==> config.mk <==
export PLATFORM = sky130hd
export DESIGN_NAME = rank_filter
export DESIGN_NICKNAME = d
export VERILOG_FILES = /design/src/rtl/rank_filter.sv
export SDC_FILE = /design/constraint.sdc
export NUM_CORES = 1
export LEC_CHECK = 0
export BUFFER_PORTS_ARGS = -buffer_cell sky130_fd_sc_hd__buf_2
export CORE_MARGIN = 10
export CORE_UTILIZATION = 35
export DETAILED_ROUTE_END_ITERATION = 8
export PLACE_DENSITY_LB_ADDON = 0.05
export SLEW_MARGIN = 20
export SYNTH_ARGS = -nofsm -noshare
export SYNTH_HDL_FRONTEND = slang
export SYNTH_SLANG_ARGS = --single-unit
==> constraint.sdc <==
create_clock -name CLK -period 4.6 [get_ports CLK]
set_input_delay 0.92 -clock CLK [delete_from_list [all_inputs] [get_ports CLK]]
set_output_delay 0.92 -clock CLK [all_outputs]
set_load 0.05 [all_outputs]
==> src/rtl/rank_filter.sv <==
// rank_filter
//   Streaming rank-order filter. Collects a window of N samples, then returns
//   the k-th largest sample (k = RANK latched with the first sample of the
//   window, clamped to N-1). RANK=(N-1)/2 is the median, 0 the max, N-1 the min.
//   The result is found by RANK+1 successive max-scans over the entries that
//   have not yet been removed.
//
// Ports
//   CLK   in   1        clock, rising edge
//   RST   in   1        synchronous reset, active-high
//   DI    in   WIDTH    input sample
//   DSI   in   1        input valid
//   DRDY  out  1        input ready (accept on DSI && DRDY)
//   RANK  in   RW       rank select, sampled on the first accept of a window
//   DO    out  WIDTH    result sample (holds its last value after DSO falls)
//   DSO   out  1        result valid
//   DACK  in   1        result ready (consume on DSO && DACK)
//   BUSY  out  1        high while scanning or holding a result
//
// state | meaning
// LOAD  | accepting samples into mem[cnt]
// SCAN  | pass p = 0..rank_q, one unremoved entry per cycle, running maximum
// OUT   | DO valid, waiting for DACK
module rank_filter #(
  parameter int WIDTH  = 8,
  parameter int N      = 9,
  parameter int SIGNED = 0
) (
  input  logic                    CLK,
  input  logic                    RST,
  input  logic [WIDTH-1:0]        DI,
  input  logic                    DSI,
  output logic                    DRDY,
  input  logic [$clog2(N)-1:0]    RANK,
  output logic [WIDTH-1:0]        DO,
  output logic                    DSO,
  input  logic                    DACK,
  output logic                    BUSY
);

  localparam int RW = $clog2(N);
  localparam logic [RW-1:0] LAST = RW'(N - 1);

  typedef enum logic [1:0] {LOAD, SCAN, OUT} state_t;

  state_t           state, state_nx;
  logic [WIDTH-1:0] mem [N];
  logic [RW-1:0]    cnt, pass, rank_q, ptr, rem, idx, best_idx, win_idx;
  logic [N-1:0]     removed;
  logic [WIDTH-1:0] best, cur, win_val;
  logic             first, gt, take, accept, pass_done;

  assign accept    = DSI && DRDY;
  assign pass_done = (state == SCAN) && (rem == '0);

  // Next unremoved entry at or after ptr; lowest index wins, so each pass
  // visits exactly the N-pass survivors in ascending order.
  always_comb begin
    idx = '0;
    for (int i = N - 1; i >= 0; i--) begin
      if (!removed[i] && (RW'(i) >= ptr)) idx = RW'(i);
    end
  end

  // Strict compare keeps the earlier (lower-index) entry on ties.
  always_comb begin
    cur     = mem[idx];
    gt      = (SIGNED != 0) ? ($signed(cur) > $signed(best)) : (cur > best);
    take    = first || gt;
    win_val = take ? cur : best;
    win_idx = take ? idx : best_idx;
  end

  always_ff @(posedge CLK) begin
    if (RST) state <= LOAD;
    else     state <= state_nx;
  end

  always_comb begin
    state_nx = state;
    case (state)
      LOAD:    if (accept && (cnt == LAST)) state_nx = SCAN;
      SCAN:    if (pass_done && (pass == rank_q)) state_nx = OUT;
      OUT:     if (DACK) state_nx = LOAD;
      default: state_nx = LOAD;
    endcase
  end

  always_comb begin
    DRDY = (state == LOAD) && !RST;
    DSO  = (state == OUT);
    BUSY = (state == SCAN) || (state == OUT);
  end

  always_ff @(posedge CLK) begin
    if ((state == LOAD) && accept) mem[cnt] <= DI;
  end

  always_ff @(posedge CLK) begin
    if (RST) begin
      cnt      <= '0;
      pass     <= '0;
      rank_q   <= '0;
      ptr      <= '0;
      rem      <= '0;
      removed  <= '0;
      first    <= 1'b1;
      best     <= '0;
      best_idx <= '0;
      DO       <= '0;
    end else begin
      case (state)
        LOAD: begin
          if (accept) begin
            if (cnt == '0) rank_q <= (RANK > LAST) ? LAST : RANK;
            if (cnt == LAST) begin
              cnt   <= '0;
              pass  <= '0;
              ptr   <= '0;
              rem   <= LAST;
              first <= 1'b1;
            end else begin
              cnt <= cnt + RW'(1);
            end
          end
        end
        SCAN: begin
          if (rem == '0) begin
            if (pass == rank_q) begin
              DO <= win_val;
            end else begin
              removed[win_idx] <= 1'b1;
              pass  <= pass + RW'(1);
              rem   <= LAST - pass - RW'(1);
              ptr   <= '0;
              first <= 1'b1;
            end
          end else begin
            rem      <= rem - RW'(1);
            ptr      <= idx + RW'(1);
            first    <= 1'b0;
            best     <= win_val;
            best_idx <= win_idx;
          end
        end
        OUT: begin
          if (DACK) begin
            cnt     <= '0;
            pass    <= '0;
            removed <= '0;
          end
        end
        default: ;
      endcase
    end
  end

endmodule

==> results.env <==
RUN_STATUS='completed'
CLOCK_SINK_COUNT=124
NET_SWITCHING_POWER_FIGURE_W=0.000570
SYNTHSIMPLEGATEAREAFRAC_PCT=15.4
MAX-CLOCK-PATH-BUFFERS=2
SYNTH.MUX.AREA_FRACTION_PCT=2.27
NUMPORTBUFFERS=26
FIRST_ITERATION_DETAILED_ROUTING_DRC_COUNT=378
PERIOD_SHARE_PCT=93.5
DRTPASS1ITERATIONS=5
TIGHTEST_SLEW_PS=701
WORST_HOLD_PATH_TYPE='flip-flop to flip-flop'
SEQ_AREA_FRAC_SYNTH_PCT=51.0
FINALCRITICALPERIOD_PS=4300
CP_DATA_REQUIRED_TIME_PS=4940
DETAILEDPLACEMENTHPWL_UM=12900
SYNTHFLOPTYPE='sky130_fd_sc_hd__edfxtp_1'
POSTSYNTHAREAPERCELL_UM2=10.3
CLOCKPOWERSHARE_PCT=50.0
CLK-INSERTION-DELAY-LATE_PS=420
CAP_VIOL_MAX_COUNT=0
WORST_SETUP_PATH_START_KIND='flip-flop'
DIE_Y_EXTENT_UM=154
GP_CONGESTION=0.854
CTS.CLK_SLEW.WORST_PATHS_PS=60
ROW_COUNT=48
FINAL_UTIL_PCT=41.5
POWER_FRAC_SEQ_PCT=47.2
DIE_WIDTH_UM=154
STDCELL_COUNT=878
GLOBAL_ROUTE.OVERFLOW_TOTAL=0
FILLER_CELL_COUNT=1686
WL_PER_CELL_UM=20.3
GRT_PASS1_VIAS=4639
CORE_AREA_UM2=17400
VIAS_PER_CELL=5.51
POWER.DENSITY_nW_PER_UM2=347
NUMBER_OF_ANTENNA_VIOLATIONS_AT_THE_FIRST_CHECK_IN_GLOBAL_ROUTING=0
TIMING.CLOCK.SKEW_PS=12.4
ANTENNA_LEFT=0
MAPPEDNETLISTAREA_UM2=6280
GRT_PASS1_WL_UM=27300
TIMING_HOLD_VIOLATIONS_FINAL=0
PINT_W=0.00194
REPORT.FINAL.SLEW_VIOL_COUNT=0
POST_SYNTH_INST_COUNT=608
YOSYS_WARNINGS=0
DESIGN.DIE.AREA_UM2=23700
POST_SYNTH_XOR_AREA_FRACTION_PCT=0.697
PLACE.DETAILED.INSTANCES=846
PATH_MAX_FANOUT=15
FINAL_LAYOUT_SIZE_SUFFIX_GT1_SHARE_PCT=16.7
SYNTHADDERAREAFRAC_PCT=3.99
LARGEST_FAMILY_OF_LOGIC_CELLS_BY_SYNTHESIZED_AREA='compound AO/OA/AOI/OAI gates'
POWER_FRAC_COMB_PCT=2.8
FIN_NETS=676
DRC_ERRORS=0
MAX_FREQ_MHz=233
CTS_INSERTED_BUFFERS=17
CTS_ROOT_BUF='sky130_fd_sc_hd__clkbuf_16'
DR_TOTAL_VIAS=4841
HTREEDEPTH=4
SYNTH-EDFF-COUNT=72
FLIP_FLOP_AND_LATCH_COUNT_AFTER_SYNTHESIS=124
SYNTH-COMPOUND-AREA-SHARE_PCT=21.6
SWITCHING_SHARE_PCT=22.7
WORST_VDD_DROP_mV=0.269
DRT_WL_TOTAL_UM=17800
FINALSETUPVIOLATIONS=0
GRT_MAX_DEGREE=41
IO_PINS=27
PATH_CLASS='flip-flop to flip-flop'
SYNTHDISTINCTLIBCELLS=75
FINAL_TOTAL_NEGATIVE_SETUP_SLACK_PS=0
CRITICAL_PATH_ARRIVAL_PS=4640
ANTENNA_DIODE_COUNT=0
END_KIND='flip-flop'
ASYNCSETRESETFLOPFRACSYNTH_PCT=0
WORST_SLEW_MARGIN_REL_PCT=52.0
RSZ0062_AT_GRT='false'
FLOORPLAN.INITIALDENSITY_PCT=36.0
POSTCTSSETUPREPAIRBUFS=0
SYNTH_FP_NETS=644
POWER.LEAKAGE_nW=2.66
GLOBAL_ROUTING_USAGE_SUMMED_ACROSS_ALL_ROUTING_LAYERS_PCT=14.8
CTS_TREE='done'
FLOW.AREA_GROWTH_FROM_SYNTHESIS_PCT=15.0
-- registers in the layout, indices dropped and copies added (netlist names) --
signal and cells:
DO 8, best 8, best_idx 4, cnt 4, first 1, mem 72
pass 4, ptr 4, rank_q 4, rem 4, removed 9, state 2
-- per-stage QoR --
step | setup slack (ps) | hold slack [ps] | total power [W] | cell area, um2
finish | 299 | 468 | 0.00251 | 7220
global route | 20.3 | 497 | 0.00259 | 7220
CTS | 160 | 475 | 0.00253 | 7210
detailed placement | 180 | 464 | 0.00128 | 6660
global placement | 345 | 455 | 0.00128 | 6660
floorplan | 746 | 441 | 0.00124 | 6280
-- critical path: stages, from the launching register on --
cell                       delay [ps]
sky130_fd_sc_hd__dfxtp_1          440
sky130_fd_sc_hd__o21ba_2          200
sky130_fd_sc_hd__a221o_1          410
sky130_fd_sc_hd__a211o_4          450
sky130_fd_sc_hd__a211oi_1         370
sky130_fd_sc_hd__a21oi_1          130
sky130_fd_sc_hd__buf_4            180
sky130_fd_sc_hd__nand2_1           60
sky130_fd_sc_hd__nand2_1           70
sky130_fd_sc_hd__ha_1             280
sky130_fd_sc_hd__nand4_1          170
sky130_fd_sc_hd__or3_1            490
sky130_fd_sc_hd__o31a_1           220
sky130_fd_sc_hd__mux2i_1          400
sky130_fd_sc_hd__a41oi_1          200
sky130_fd_sc_hd__nor2_1           140
-- cells in the final DEF, fill, tap and decap left out, drive strengths merged, types with 12 or more instances in the layout --
| cell | n |
|---|---|
| buf | 43 |
| mux2i | 12 |
| ha | 20 |
| inv | 39 |
| nand2 | 69 |
| a21oi | 40 |
| edfxtp | 72 |
| o221ai | 19 |
| nand3 | 16 |
| clkbuf | 17 |
| nor2 | 42 |
| a31oi | 19 |
| a211oi | 26 |
| nand2b | 16 |
| dfxtp | 52 |
| o21ai | 22 |
-- cells by family (layout without fill, tap and decap cells) --
| kind of cell | count (synthesis) | count (layout) |
|---|---|---|
| simple gates | 198 | 198 |
| compound gates | 177 | 177 |
| flops | 124 | 124 |
| buf+inv | 70 | 115 |
| fa+ha+maj | 20 | 20 |
| mux | 14 | 14 |
| xor+xnor | 5 | 5 |
-- routing by layer --
metal | track usage, % | routed length, um | vias up
li1 | - | - | 2346
met1 | 19.2 | 8400 | 2353
met2 | 23.6 | 8390 | 126
met3 | 3.60 | 711 | 16
met4 | 4.77 | 279 | 0
met5 | 0 | 0 | -
-- layout make-up --
type | count | area, um2 | area share [%]
multi-input cells | 414 | 2770 | 38.4
repair buffers | 43 | 258 | 3.57
clock buffers | 17 | 425 | 5.89
flip-flops and latches | 124 | 3200 | 44.4
inverters | 40 | 155 | 2.15
clock inverters | 15 | 125 | 1.73
well taps | 225 | 282 | 3.90
-- path summary, 6_finish.rpt --
path / start / endpoint / slack [ps] / depth (start not counted)
max: ptr[2] / removed[3] / 300 / 15
min: DO[2] / DO[2] / 470 / 2
max reg2reg: ptr[2] / removed[3] / 300 / 15
min reg2reg: DO[2] / DO[2] / 470 / 2
-- what timing repair did --
action,in CTS,in global routing
hold buffers,0,0
setup endpoints to repair,0,27
resized for setup,0,5
-- power groups by stage --
stage               clock (W)  sequential (W)  combinational, W
global placement            0         0.00121         0.0000710
CTS                   0.00128         0.00118         0.0000714
finish                0.00125         0.00118         0.0000701
global route          0.00133         0.00118         0.0000779
floorplan                   0         0.00121         0.0000350
detailed placement          0         0.00121         0.0000713
-- synth_stat cells, drive strengths merged, types with 4 or more instances --
master   instances  area share (%)
edfxtp          72              34
nand2           69             4.2
dfxtp           52              17
nor2            42             2.5
a21oi           40             3.5
inv             38             2.3
a211oi          26             3.5
o21ai           22             1.8
ha              20             4.0
a31oi           19             2.0
clkbuf          19             1.1
o221ai          19             2.9
nand2b          16             1.6
nand3           16             1.3
mux2i           12             1.9
and2            11             1.1
buf             11             1.4
nor3            10            0.88
a41oi            7            0.98
a2111oi          6            0.84
nand4            6            0.60
a221oi           5            0.90
a22oi            5            0.90
and3             5            0.50
nor3b            5            0.60
xor2             5            0.70
a21o             4            0.48
nor2b            4            0.40
o22ai            4            0.50
No activity file was read; power rests on OpenSTA's default activity.
